**src/rtl/seq_scan_ctrl.sv**
```systemverilog
// Word-to-serial scan controller for one 1011 sequence detector: shifts words MSB-first,
// attributes detector hits per word and keeps a saturating total. Optional irq: SEQ_SCAN_IRQ_EN.
module seq_scan_ctrl #(
   parameter int WIDTH = 8,
   parameter int CNT_W = 8
) (
   input  logic             clk,
   input  logic             reset_n,
   input  logic             word_valid,
   input  logic [WIDTH-1:0] word_data,
   output logic             word_ready,
   input  logic             clear,
   input  logic [CNT_W-1:0] thresh,
   output logic             det_reset,
   output logic             det_seq_in,
   input  logic             det_detect,
   output logic             busy,
   output logic             done,
   output logic [CNT_W-1:0] word_hits,
   output logic [CNT_W-1:0] total_hits,
   output logic             irq
);

   // state  | meaning
   // IDLE   | detector held in reset, ready for a word
   // SHIFT  | presenting word bits MSB-first, one per clock
   // DRAIN  | two cycles collecting the detector's pipelined hits
   typedef enum logic [1:0] {
      ST_IDLE  = 2'd0,
      ST_SHIFT = 2'd1,
      ST_DRAIN = 2'd2
   } state_t;

   localparam int TMR_W = $clog2(WIDTH);
   localparam logic [TMR_W-1:0] SHIFT_TC  = TMR_W'(WIDTH - 1);
   localparam logic [TMR_W-1:0] ATTRIB_TC = TMR_W'(WIDTH - 3);
   localparam logic [TMR_W-1:0] DRAIN_TC  = TMR_W'(1);
   localparam logic [TMR_W-1:0] TMR_ONE   = TMR_W'(1);
   localparam logic [CNT_W-1:0] CNT_ONE   = CNT_W'(1);
   localparam logic [CNT_W-1:0] CNT_MAX   = '1;

   state_t           state_q, state_d;
   logic [WIDTH-1:0] sr_q, sr_d;
   logic [TMR_W-1:0] tmr_q, tmr_d;
   logic [CNT_W-1:0] hit_cnt_q, hit_cnt_d;
   logic [CNT_W-1:0] word_hits_q, word_hits_d;
   logic [CNT_W-1:0] total_q, total_d;
   logic             done_q, done_d;
   logic             irq_q, irq_d;
   logic             word_ready_q, word_ready_d;
   logic             busy_q, busy_d;
   logic             det_reset_q, det_reset_d;
   logic             attrib;
   logic             hit;

   always_comb begin
      state_d     = state_q;
      sr_d        = sr_q;
      tmr_d       = tmr_q;
      hit_cnt_d   = hit_cnt_q;
      word_hits_d = word_hits_q;
      total_d     = total_q;
      done_d      = 1'b0;
      attrib      = 1'b0;
      hit         = 1'b0;

      case (state_q)
         ST_IDLE: begin
            if (word_valid) begin
               state_d   = ST_SHIFT;
               sr_d      = word_data;
               tmr_d     = SHIFT_TC;
               hit_cnt_d = '0;
            end
         end
         ST_SHIFT: begin
            sr_d   = {sr_q[WIDTH-2:0], 1'b0};
            // detector output lags the presented bit by two clocks
            attrib = (tmr_q <= ATTRIB_TC);
            if (tmr_q == '0) begin
               state_d = ST_DRAIN;
               tmr_d   = DRAIN_TC;
            end else begin
               tmr_d = tmr_q - TMR_ONE;
            end
         end
         ST_DRAIN: begin
            attrib = 1'b1;
            if (tmr_q == '0) begin
               state_d = ST_IDLE;
               done_d  = 1'b1;
            end else begin
               tmr_d = tmr_q - TMR_ONE;
            end
         end
         default: state_d = ST_IDLE;
      endcase

      hit = attrib & det_detect;
      if (hit) begin
         hit_cnt_d = hit_cnt_q + CNT_ONE;
      end
      if (done_d) begin
         word_hits_d = hit_cnt_d;
      end

      if (clear) begin
         total_d = '0;
      end else if (hit && (total_q != CNT_MAX)) begin
         total_d = total_q + CNT_ONE;
      end

      word_ready_d = (state_d == ST_IDLE);
      busy_d       = (state_d != ST_IDLE);
      det_reset_d  = (state_d == ST_IDLE);
   end

`ifdef SEQ_SCAN_IRQ_EN
   always_comb begin
      irq_d = irq_q;
      if (clear) begin
         irq_d = 1'b0;
      end else if ((thresh != '0) && (total_q >= thresh)) begin
         irq_d = 1'b1;
      end
   end
`else
   logic thresh_unused;
   assign thresh_unused = ^thresh;
   always_comb begin
      irq_d = 1'b0;
   end
`endif

   always_ff @(posedge clk or negedge reset_n) begin
      if (!reset_n) begin
         state_q      <= ST_IDLE;
         sr_q         <= '0;
         tmr_q        <= '0;
         hit_cnt_q    <= '0;
         word_hits_q  <= '0;
         total_q      <= '0;
         done_q       <= 1'b0;
         irq_q        <= 1'b0;
         word_ready_q <= 1'b1;
         busy_q       <= 1'b0;
         det_reset_q  <= 1'b1;
      end else begin
         state_q      <= state_d;
         sr_q         <= sr_d;
         tmr_q        <= tmr_d;
         hit_cnt_q    <= hit_cnt_d;
         word_hits_q  <= word_hits_d;
         total_q      <= total_d;
         done_q       <= done_d;
         irq_q        <= irq_d;
         word_ready_q <= word_ready_d;
         busy_q       <= busy_d;
         det_reset_q  <= det_reset_d;
      end
   end

   // shift register drains to zero, so its MSB is 0 outside SHIFT
   assign det_seq_in = sr_q[WIDTH-1];
   assign word_ready = word_ready_q;
   assign busy       = busy_q;
   assign det_reset  = det_reset_q;
   assign done       = done_q;
   assign word_hits  = word_hits_q;
   assign total_hits = total_q;
   assign irq        = irq_q;

endmodule

```
**config.mk**
```make
export PLATFORM = sky130hd
export DESIGN_NAME = seq_scan_ctrl
export DESIGN_NICKNAME = d
export VERILOG_FILES = /design/src/rtl/seq_scan_ctrl.sv
export SDC_FILE = /design/constraint.sdc
export NUM_CORES = 1
export LEC_CHECK = 0
export BUFFER_PORTS_ARGS = -buffer_cell sky130_fd_sc_hd__clkbuf_2
export CAP_MARGIN = 20
export CORE_ASPECT_RATIO = 1.5
export CORE_UTILIZATION = 58
export CTS_CLUSTER_DIAMETER = 200
export CTS_CLUSTER_SIZE = 30
export DETAILED_ROUTE_END_ITERATION = 10
export PLACE_DENSITY = 0.84
export SYNTH_ARGS = -nofsm -noshare
export SYNTH_HDL_FRONTEND = slang
export SYNTH_SLANG_ARGS = --single-unit
```
**constraint.sdc**
```tcl
create_clock -name clk -period 5.1 [get_ports clk]
set_clock_uncertainty 0.05 [all_clocks]
set_input_delay 0.51 -clock clk [delete_from_list [all_inputs] [get_ports clk]]
set_output_delay 0.51 -clock clk [all_outputs]
set_load 0.02 [all_outputs]
```
; ---- Word level (Yosys, flattened, before mapping)
; Index checks and enable logic that the tools add are counted.
[classes]
n_addsub = 3
order_cmp = 1
eq_ne = 5
n_mux = 18
bitwise_logic = 1
reduce_logical = 10
[ops]
columns = cell, n
row1 = 8-bit two-way mux, 6
row2 = "8-bit by 1-bit adder with 8-bit output, second input constant", 2
row3 = 8-bit one-hot mux with 2 select lines, 1
row4 = 3-bit two-way mux, 3
row5 = 3-bit one-hot mux with 3 select lines, 1
row6 = "8-bit inequality test, second input constant", 1
row7 = 2-bit two-way mux, 3
row8 = 2-bit one-hot mux with 3 select lines, 1
row9 = 2-bit nonzero test, 3
row10 = 2-bit logical NOT, 2
row11 = "2-bit inequality test, second input constant", 2
row12 = "3-bit less-or-equal comparator, second input constant", 1
row13 = 3-bit logical NOT, 1
row14 = 3-bit AND reduction, 1
row15 = 3-bit nonzero test, 1
row16 = "3-bit by 1-bit subtractor with 3-bit output, second input constant", 1
row17 = "2-bit by 1-bit == test with 1-bit output, second input constant", 1
row18 = "2-bit == test, second input constant", 1
row19 = 1-bit two-way mux, 2
row20 = 1-bit one-hot mux with 2 select lines, 1
row21 = 2-bit AND reduction, 1
row22 = 1-bit AND, 1
row23 = 1-bit logical AND, 1
[totals]
regBits = 40
out_inout_bits = 22
word_cells = 47

; ---- Logic depth before layout (Yosys ltp)
; Gate-level depths: netlist (run 1).
[logic_depth]
ltp_word = 6
ltp_mapped = 8
ltp_nobuf = 7

; ---- Worst setup path after synthesis (run 1)
; Ideal clock, no wire load.
[synth_path]
path_kind = register -> register
from = reg state_q[0]
to = reg word_hits_q[6] (netlist: word_hits[6])
arrival_ns = 1.744
path_slack_ns = 3.173
stages_incl_launch_ff = 9
path_buffers = 2
synth_period_minus_slack_ns = 1.927
path_cell_list = dfrtp_1 > inv_1 > ha_1 > buf_2 > nor3b_2 > a21oi_2 > buf_2 > a2111oi_2 > o31ai_1
[synth_via]
elab_chain_cells = 4
word_cells_on_any_way = 8
[synth_lines]
columns = element, line
row1 = start: declaration, 42  ; state_t state_q, state_d;
row2 = start signal: assignment, 149  ; state_q <= state_d;
row3 = 2-bit == test or 2-bit by 1-bit == test with 1-bit output (tied branches), 67  ; case (state_q)
row4 = 1-bit one-hot mux with 2 select lines, 67
row5 = 1-bit AND, 99  ; hit = attrib & det_detect;
row6 = 8-bit two-way mux, 100  ; if (hit) begin
row7 = end signal: assignment, 153  ; word_hits_q <= word_hits_d;
row8 = end: declaration, 46  ; logic [CNT_W-1:0] word_hits_q, word_hits_d;
; Several ways; a longest one is shown, not always the timed one.
; A chain may end at the register's enable or synchronous reset.

; ---- Final worst setup path (run 1)
[layout_path]
from = reg state_q[1]
to = reg word_hits_q[5] (netlist: word_hits[5])
; Same word-level chain as after synthesis.

==> impl_metrics.ini, run 1 <==
[global_routing]
grt_use_total = 0.246
busiest_layer = met2
grt_start_max_net_pins = 41
via_count_of_the_first_global_routing_pass = 1685
grt.met3_usage = 0.0659
grt_first_pass_wirelength_um = 7270
grt_overflow = 0
gr-usage-met2 = 0.413
grt.met1_usage = 0.277
initial_antenna_violation_count = 0

[layout]
antennaDiodeCount = 0
area_delta_synth_final_pct = 13.6
final_design_area_no_fill_um2 = 2410
sequential_cell_area_um2 = 1000
drive_gt1_frac = 0.212
fillCellCount = 306
nets = 279
finish.utilization = 0.699
multiInputGateArea_um2 = 1020

[critical_path]
timing.critical_path.to_type = flop
cp_slowest_cell = a2111oi_0
critical-path-top-delay-family = simple AND/OR/NAND/NOR gates
crit_required_ns = 5.21
slowest_delay_ns = 0.52
crit_path_launch_type = flop
timing.critical_path.cells = inv_1 -> ha_1 -> nand2_1 -> and4b_1 -> a2111oi_0 -> o31ai_1
worstPathMaxFanout = 14
critical_path.n_buffers_inverters = 1
critPathKind = flop to flop
arrival_ns = 2.74

[place]
place_hpwl_um = 2900
gp_congestion = 0.777
dpl-instance-area_um2 = 2290
port_buffers = 33

[floorplanning]
pin_count = 43
die_span_x_um = 51.4
rows = 26
initial_core_util = 0.615
placeableCoreArea_um2 = 3450
fp.dieArea_um2 = 3910
die_outline_height_um = 76.1

[clocking]
clk_pin_slew_worst_paths_ns = 0.08
cts-resized-gates = 0
cts_setup_buffers = 0
ctsLongestPathBuffers = 2
cts-htree-levels = 2
clock_latency_ns = 0.30
ctsHoldBuffers = 0
cts_sinks = 40
cts_root_buf = clkbuf_8
numCtsBuffers = 5
cts_tree = built

[power]
leakagePower_uw = 0.00107
ir_drop_mv = 0.402
power.density_cell_area_nw_per_um2 = 573
total_power_uw = 1380

[drt]
pre_repair_dr_iteration_count = 4
totalWireLength_um = 4180
drc = 0
route.detailed.vias_per_inst = 5.85
dr.first_iter.drc_count = 39
remaining_antenna_violation_count_after_routing = 0
detailroute.via_count = 1707
wl_per_cell_um = 14.3

[sta]
max_freq_ghz = 0.381
fin_tns_setup_ns = 0
grt_setup_unrepaired = false
final_max_slew_viol_count = 0
final_min_period_over_clock_period = 0.515
min_period_ns = 2.63
finalHoldWorstSlack_ns = 0.0992
timing_worst_slew_pin_value_ns = 0.641
finalSetupViolations = 0
worst_slew_margin_rel = 0.562
hold_violations = 0

[logic_synthesis]
synth.top_cells.by_area = dfrtp_1 (46%), ha_1 (5.3%), a21oi_1 (4.2%)
synth.net_count = 248
synth_enable_flop_cells = 0
syn-cell-area_um2 = 2120
postSynthRegisterBits = 40
count_of_yosys_warnings_during_synthesis = 0
postSynthCellCount = 218
main_synth_ff_type = dfrtp_1
asyncSetResetFlopFracSynth = 1.00
postSynthAreaPerCell_um2 = 9.73
post_synth_num_cell_types = 48
synth.yosys.seq_area_share = 0.473
yosysTopAreaCell = dfrtp_1
fraction_of_post_synthesis_cell_area_in_the_top_cell_type_by_area = 0.460

[run_status]
result_of_the_run = complete, no violations

[job]
max-cap-violations = 0

[hold_path]
min-delay-path-class = input pin to asynchronous set/reset pin
-- area by class of cell --
cell class                 count  share of cell area
inverter                      14              0.0218
sequential                    40               0.416
clock inverter                 3             0.00987
clock buffer                   5              0.0286
tap                           42              0.0218
timing repair buffer          34              0.0800
multi-input combinational    154               0.422
-- metrics by stage --
| step | std cells | setup slack (ns) |
|---|---|---|
| after floorplan | 218 | 3.17 |
| after global placement | 283 | 2.57 |
| after detailed placement | 283 | 2.52 |
| after CTS | 291 | 2.50 |
| after global routing | 292 | 2.23 |
| final | 292 | 2.47 |
-- power by group --
group	total [µW]	switching (µW)	internal, µW
clock network	213	116	96.7
registers	513	82.5	430
logic	655	400	255
total	1380	599	782
-- layout by cell type (no fill, tap or decap), types with 2 or more instances in the layout --
cell type and n:
a2111oi_0 2, a2111oi_2 3, a21o_1 2, a21oi_1 18, a31oi_1 6, and3_1 2
and4_1 2, clkbuf_2 33, clkbuf_8 5, clkinvlp_4 2, dfrtp_1 39, ha_1 9
inv_1 14, mux2i_1 2, nand2_1 21, nand2b_1 4, nand3_1 9, nor2_1 12
nor2b_1 3, o21a_1 4, o21ai_0 6, o22ai_1 14, o31ai_1 8, o41ai_1 2
or3_1 2, or4_1 3
-- state kept, by name (all words and copies together) (netlist names), 2 cells and up --
signal,cells
hit_cnt_q,8
sr_q,8
total_hits,8
word_hits,8
tmr_q,3
state_q,2
-- kinds of logic after synthesis --
kind of cell,count (synthesis),synth area share
AOI/OAI and AO/OA,75,0.248
adders and majority gates,9,0.0531
buffers and inverters,24,0.0478
DFF,40,0.473
muxes,2,0.00944
other,1,0.00177
and+or+nand+nor,67,0.168
-- cells in the mapped netlist (2+ instances only) --
cell type and instances:
a21oi_1 18, and3_1 2, o31ai_1 8, nand2b_1 4
a21o_1 2, nand2_1 21, dfrtp_1 39, inv_1 14
nor2_1 12, clkbuf_1 4, o21a_1 4, ha_1 9
a2111oi_0 2, and4_1 2, a31oi_1 6, mux2i_1 2
buf_4 2, o41ai_1 2, o21ai_0 6, nor2b_1 3
o22ai_1 14, or4_1 3, or3_1 2, buf_2 3
nand3_1 9, a2111oi_2 3
-- worst paths after layout --
| path | cells after the start | slack, ns | to | start |
|---|---|---|---|---|
| worst min register to register | 2 | 0.43 | word_hits[5] | word_hits[5] |
| min in group clk | 2 | 0.42 | total_hits[3] | clear |
| max in group asynchronous | 2 | 4.34 | det_reset | reset_n |
| worst min-delay path | 1 | 0.1 | total_hits[3] | reset_n |
| worst max register to register | 6 | 2.47 | word_hits[5] | state_q[1] |
| worst max-delay path | 6 | 2.47 | word_hits[5] | state_q[1] |
-- routing by layer --
| metal | up-vias | wire (µm) |
|---|---|---|
| met3 | 8 | 147 |
| met4 | 0 | 87 |
| met2 | 40 | 2230 |
| met1 | 796 | 1710 |
| li1 | 863 | - |
| met5 | - | 0 |
Note: power is estimated with default switching activity, not from simulation.
==> run 2, diff against run 1 <==
--- a/config.mk
+++ b/config.mk
@@ -8,11 +8,11 @@
 export BUFFER_PORTS_ARGS = -buffer_cell sky130_fd_sc_hd__clkbuf_2
 export CAP_MARGIN = 20
 export CORE_ASPECT_RATIO = 1.5
-export CORE_UTILIZATION = 58
+export CORE_UTILIZATION = 49
 export CTS_CLUSTER_DIAMETER = 200
 export CTS_CLUSTER_SIZE = 30
 export DETAILED_ROUTE_END_ITERATION = 10
-export PLACE_DENSITY = 0.84
+export PLACE_DENSITY = 0.75
 export SYNTH_ARGS = -nofsm -noshare
 export SYNTH_HDL_FRONTEND = slang
 export SYNTH_SLANG_ARGS = --single-unit
==> constraint.sdc (replaced) <==
create_clock -name clk -period 2.34 [get_ports clk]
set_clock_uncertainty 0.05 [all_clocks]
set_input_delay 0.234 -clock clk [delete_from_list [all_inputs] [get_ports clk]]
set_output_delay 0.234 -clock clk [all_outputs]
set_load 0.02 [all_outputs]
==> run 2 against run 1 <==
  * Largest cell class unchanged
  * Global-route usage decreased by 3.9 points
  * Largest power group unchanged
  * Maximum frequency is 22% higher
  * Critical path type unchanged
  * Clock power grew to 2.6 times the previous value
==> impl_metrics.ini, run 2 (synthesis gave the netlist of run 1 again) <==
[run_status]
result_of_the_run = complete, no violations

[floorplanning]
initial_core_util = 0.526
die_span_x_um = 55.7
die_outline_height_um = 82.6
fp.dieArea_um2 = 4600
rows = 28
pin_count = 43
placeableCoreArea_um2 = 4030

[critical_path]
crit_required_ns = 2.46
timing.critical_path.to_type = flop
crit_path_launch_type = flop
worstReg2RegEnd = word_hits[3]
worstRegToRegCells = 6
slowest_delay_ns = 0.51
r2r_setup_slack_ns = 0.19
critPathKind = flop to flop
regToRegStartpoint = state_q[0]
timing.critical_path.cells = inv_1 -> ha_1 -> nor3b_2 -> a21oi_2 -> a2111oi_1 -> o31ai_1
critical_path.n_buffers_inverters = 1
critical_path_depth = 6
cp_slowest_cell = a2111oi_1
arrival_ns = 2.27
critical-path-top-delay-family = compound AO/OA/AOI/OAI gates
worstPathMaxFanout = 10

[place]
placedCellCount = 291
dpl-instance-area_um2 = 2330
gp_congestion = 0.777
port_buffers = 33
place_hpwl_um = 3140

[global_routing]
grt_use_total = 0.207
initial_antenna_violation_count = 0
via_count_of_the_first_global_routing_pass = 1641
grt_first_pass_wirelength_um = 7380
grt_start_max_net_pins = 41
grt_overflow = 0

[clocking]
clock_latency_ns = 0.29
cts_setup_buffers = 0
cts_sinks = 40
numCtsBuffers = 5
cts_tree = built
ctsLongestPathBuffers = 2
cts-htree-levels = 2
clk_pin_slew_worst_paths_ns = 0.08
cts_root_buf = clkbuf_8

[drt]
dr.first_iter.drc_count = 32
pre_repair_dr_iteration_count = 4
detailroute.via_count = 1729
drc = 0
wl_per_cell_um = 14.6
remaining_antenna_violation_count_after_routing = 0
route.detailed.vias_per_inst = 5.76
totalWireLength_um = 4370

[layout]
antennaDiodeCount = 0
layout_commonest_cell = dfrtp_1
area_delta_synth_final_pct = 15.6
nets = 284
layout.cells.most_common_list = dfrtp_1 (39), clkbuf_2 (33), nand2_1 (21), a21oi_1 (18)
drive_gt1_frac = 0.220
final_design_area_no_fill_um2 = 2450
finish.cell_count_without_fillers = 300

[hold_path]
hold_path_end = total_hits[5]
min-delay-start = clear
holdPathStages = 2
min-delay-path-class = input pin to flop

[sta]
fin_tns_setup_ns = 0
hold_violations = 0
timing_worst_slew_pin_value_ns = 0.515
max_freq_ghz = 0.465
grt_setup_unrepaired = false
min_period_ns = 2.15
worst_slew_margin_rel = 0.657
final_min_period_over_clock_period = 0.920
finalSetupViolations = 0
final_max_slew_viol_count = 0

[power]
power.density_cell_area_nw_per_um2 = 1290
leakagePower_uw = 0.00110
ir_drop_mv = 1.02

[job]
max-cap-violations = 0
run 2: final cells by class:
type / count / area, µm²
fillers: 360 / 1580
repair buffers: 39 / 213
well taps: 45 / 56.3
inverters: 14 / 52.6
clock buffers: 6 / 72.6
clock inverters: 2 / 35.0
multi-input cells: 154 / 1020
flip-flops and latches: 40 / 1000
run 2: worst max-delay path by stage:
| stage | startpoint | to | slack, ns |
|---|---|---|---|
| global placement | state_q[0] | word_hits[5] | 0.23 |
| detailed placement | state_q[0] | word_hits[3] | 0.07 |
| finish | state_q[0] | word_hits[3] | 0.19 |
| floorplan | state_q[0] | word_hits[6] | 0.41 |
| CTS | state_q[0] | word_hits[3] | 0.08 |
| global route | state_q[0] | word_hits[5] | 0.03 |
run 2: metrics by stage:
| step | hold WS (ns) | total power, µW | utilization | setup slack [ns] |
|---|---|---|---|---|
| floorplan | -0.112 | 2220 | - | 0.413 |
| global placement | 0.274 | 2560 | 0.579 | 0.235 |
| detailed placement | 0.273 | 2610 | 0.579 | 0.0744 |
| CTS | 0.148 | 3170 | 0.608 | 0.0830 |
| global route | 0.163 | 3390 | 0.608 | 0.0261 |
| finish | 0.156 | 3150 | 0.608 | 0.188 |
run 2: timing repair:
action,CTS,global route
resized for setup,0,2
endpoints found under the setup margin,0,4
hold buffers,1,0
endpoints found under the hold margin,39,0
run 2: per-layer routing:
metal  GRT usage  routed length, µm  part of all wire  vias up
met4      0.0925                 82             0.019        0
met2       0.386               2310              0.53       29
li1            -                  -                 -      877
met5           0                  0                 0        -
met3      0.0421                129             0.029        8
met1       0.228               1850              0.42      815
run 2: where the power goes:
part,internal (µW),switching [µW],total (µW)
registers,938,182,1120
logic,587,896,1480
clock network,316,233,549
==> run 3, diff against run 2 <==
==> constraint.sdc (replaced) <==
create_clock -name clk -period 1.8 [get_ports clk]
set_clock_uncertainty 0.05 [all_clocks]
set_input_delay 0.18 -clock clk [delete_from_list [all_inputs] [get_ports clk]]
set_output_delay 0.18 -clock clk [all_outputs]
set_load 0.02 [all_outputs]
==> run 3 against run 2 <==
  * The flow now finishes with violations (setup timing)
  * Worst setup slack got worse by 0.27 ns
  * Maximum frequency increased by 14%
  * Critical path depth increased by 2
  * Worst hold slack got worse by 0.022 ns
  * Largest power group unchanged
==> impl_metrics.ini, run 3 (synthesis gave the netlist of run 1 again) <==
[critical_path]
regToRegStartpoint = state_q[0]
crit_path_launch_type = flop
timing.critical_path.cells = buf_6 -> ha_4 -> o211ai_4 -> a21oi_2 -> buf_6 -> buf_12 -> a2111oi_4 -> o31ai_1
worstReg2RegEnd = word_hits[6]
cp_slowest_cell = dfrtp_1
critical_path.n_buffers_inverters = 3
timing.critical_path.to_type = flop
slowest_delay_ns = 0.40
arrival_ns = 2.01
critical-path-top-cell-by-count = buf_6
worstPathMaxFanout = 5
critPathKind = flop to flop
r2r_setup_slack_ns = -0.08
crit_required_ns = 1.93
critical-path-top-delay-family = compound AO/OA/AOI/OAI gates
worstRegToRegCells = 8

[job]
max-cap-violations = 0

[sta]
layout_setup_ws_ns = -0.0838
fin_tns_setup_ns = -0.622
grt_setup_unrepaired = true
final_min_period_over_clock_period = 1.05
min_period_ns = 1.88
worst_slew_margin_rel = 0.621
timing_worst_slew_pin_value_ns = 0.568
final_max_slew_viol_count = 0
max_freq_ghz = 0.531
finalHoldWorstSlack_ns = 0.133
hold_violations = 0
finalSetupViolations = 13

[power]
leakagePower_uw = 0.00130
clock_power_share = 0.119
ir_drop_mv = 1.34
sw_frac_of_total = 0.416
sequentialPowerShare = 0.283
total_power_uw = 5130
power_frac_comb = 0.598
power.density_cell_area_nw_per_um2 = 1700
cell_internal_pwr_uw = 2990
netSwitchingPower_uw = 2140

[clocking]
cts_sinks = 40
clk_pin_slew_worst_paths_ns = 0.07
cts_root_buf = clkbuf_8
clock_latency_ns = 0.30
cts-htree-levels = 2
numCtsBuffers = 5
cts_tree = built
ctsLongestPathBuffers = 2

[global_routing]
grt_start_max_net_pins = 22
grt_use_total = 0.250
initial_antenna_violation_count = 0
grt_overflow = 0
grt_first_pass_wirelength_um = 8790
via_count_of_the_first_global_routing_pass = 2002

[layout]
final_design_area_no_fill_um2 = 3020
layout_commonest_cell = dfrtp_1
drive_gt1_frac = 0.407
antennaDiodeCount = 0
nets = 319
fillCellCount = 287
layout.cells.most_common_list = dfrtp_1 (38), clkbuf_2 (33), buf_4 (26), nand2_1 (20), a21oi_1 (15)
area_delta_synth_final_pct = 42.3

[drt]
totalWireLength_um = 5670
route.detailed.vias_per_inst = 6.07
dr.first_iter.drc_count = 35
drc = 0
wl_per_cell_um = 16.9
remaining_antenna_violation_count_after_routing = 0
detailroute.via_count = 2033
pre_repair_dr_iteration_count = 4

[place]
gp_congestion = 0.790
port_buffers = 33
place_hpwl_um = 3670
dpl-instance-area_um2 = 2620
detailedPlace.worstSlack_ns = -0.136

[floorplanning]
pin_count = 43
die_outline_height_um = 82.6
initial_core_util = 0.526
die_span_x_um = 55.7
fp.dieArea_um2 = 4600
rows = 28
placeableCoreArea_um2 = 4030

[run_status]
violations_in_the_final_reports = setup timing
result_of_the_run = finished with violations

[hold_path]
holdPathStages = 3
hold_path_end = sr_q[7]
min-delay-start = word_data[7]
min-delay-path-class = input pin to flop
run 3: worst max path at each step:
| stage | cells past startpoint | endpoint | start | slack (ns) |
|---|---|---|---|---|
| 4_1_cts | 8 | word_hits[7] | state_q[1] | -0.13 |
| 3_3_place_gp | 7 | word_hits[5] | state_q[0] | -0.08 |
| 2_1_floorplan | 8 | word_hits[6] | state_q[0] | -0.06 |
| 6_report | 8 | word_hits[6] | state_q[0] | -0.08 |
| 3_5_place_dp | 7 | word_hits[5] | state_q[1] | -0.14 |
| 5_1_grt | 8 | word_hits[6] | state_q[0] | -0.15 |
run 3: routing by layer:
| metal | track usage | vias to the layer above | share of wire |
|---|---|---|---|
| li1 | - | 951 | - |
| met1 | 0.242 | 996 | 0.37 |
| met2 | 0.489 | 66 | 0.56 |
| met3 | 0.0467 | 20 | 0.036 |
| met4 | 0.155 | 0 | 0.032 |
| met5 | 0 | - | 0 |
run 3: metrics by stage:
stage / util / std cells
4_1_cts: 0.708 / 330
3_3_place_gp: 0.651 / 315
2_1_floorplan: - / 218
5_1_grt: 0.749 / 335
6_report: 0.749 / 335
3_5_place_dp: 0.651 / 315
run 3: area by class of cell:
| type | count | area [µm²] | share of cell area |
|---|---|---|---|
| timing repair buffer | 73 | 543 | 0.180 |
| sequential | 40 | 1000 | 0.333 |
| multi-input combinational | 155 | 1270 | 0.420 |
| clock buffer | 6 | 82.6 | 0.0274 |
| clock inverter | 2 | 10.0 | 0.00332 |
| tap | 45 | 56.3 | 0.0187 |
| inverter | 14 | 55.1 | 0.0182 |
run 3: worst min-delay path, delay by kind of cell:
| family | cells | cell delay [ns] |
|---|---|---|
| buf+inv | 1 | 0.08 |
| compound gates | 2 | 0.18 |
run 3: timing repair:
item,in CTS,in global routing
setup buffers,6,5
endpoints found under the hold margin,19,0
resized for setup,17,24
gates cloned,1,0
endpoints found under the setup margin,15,28
pin swaps,17,16
hold buffers,1,0
run 3: power groups by stage:
stage / combinational (µW) / clock (µW) / sequential (µW)
2_1_floorplan: 1500 / 0 / 1590
3_3_place_gp: 2490 / 0 / 1440
3_5_place_dp: 2550 / 0 / 1450
4_1_cts: 2790 / 618 / 1430
5_1_grt: 3310 / 660 / 1490
6_report: 3070 / 610 / 1450
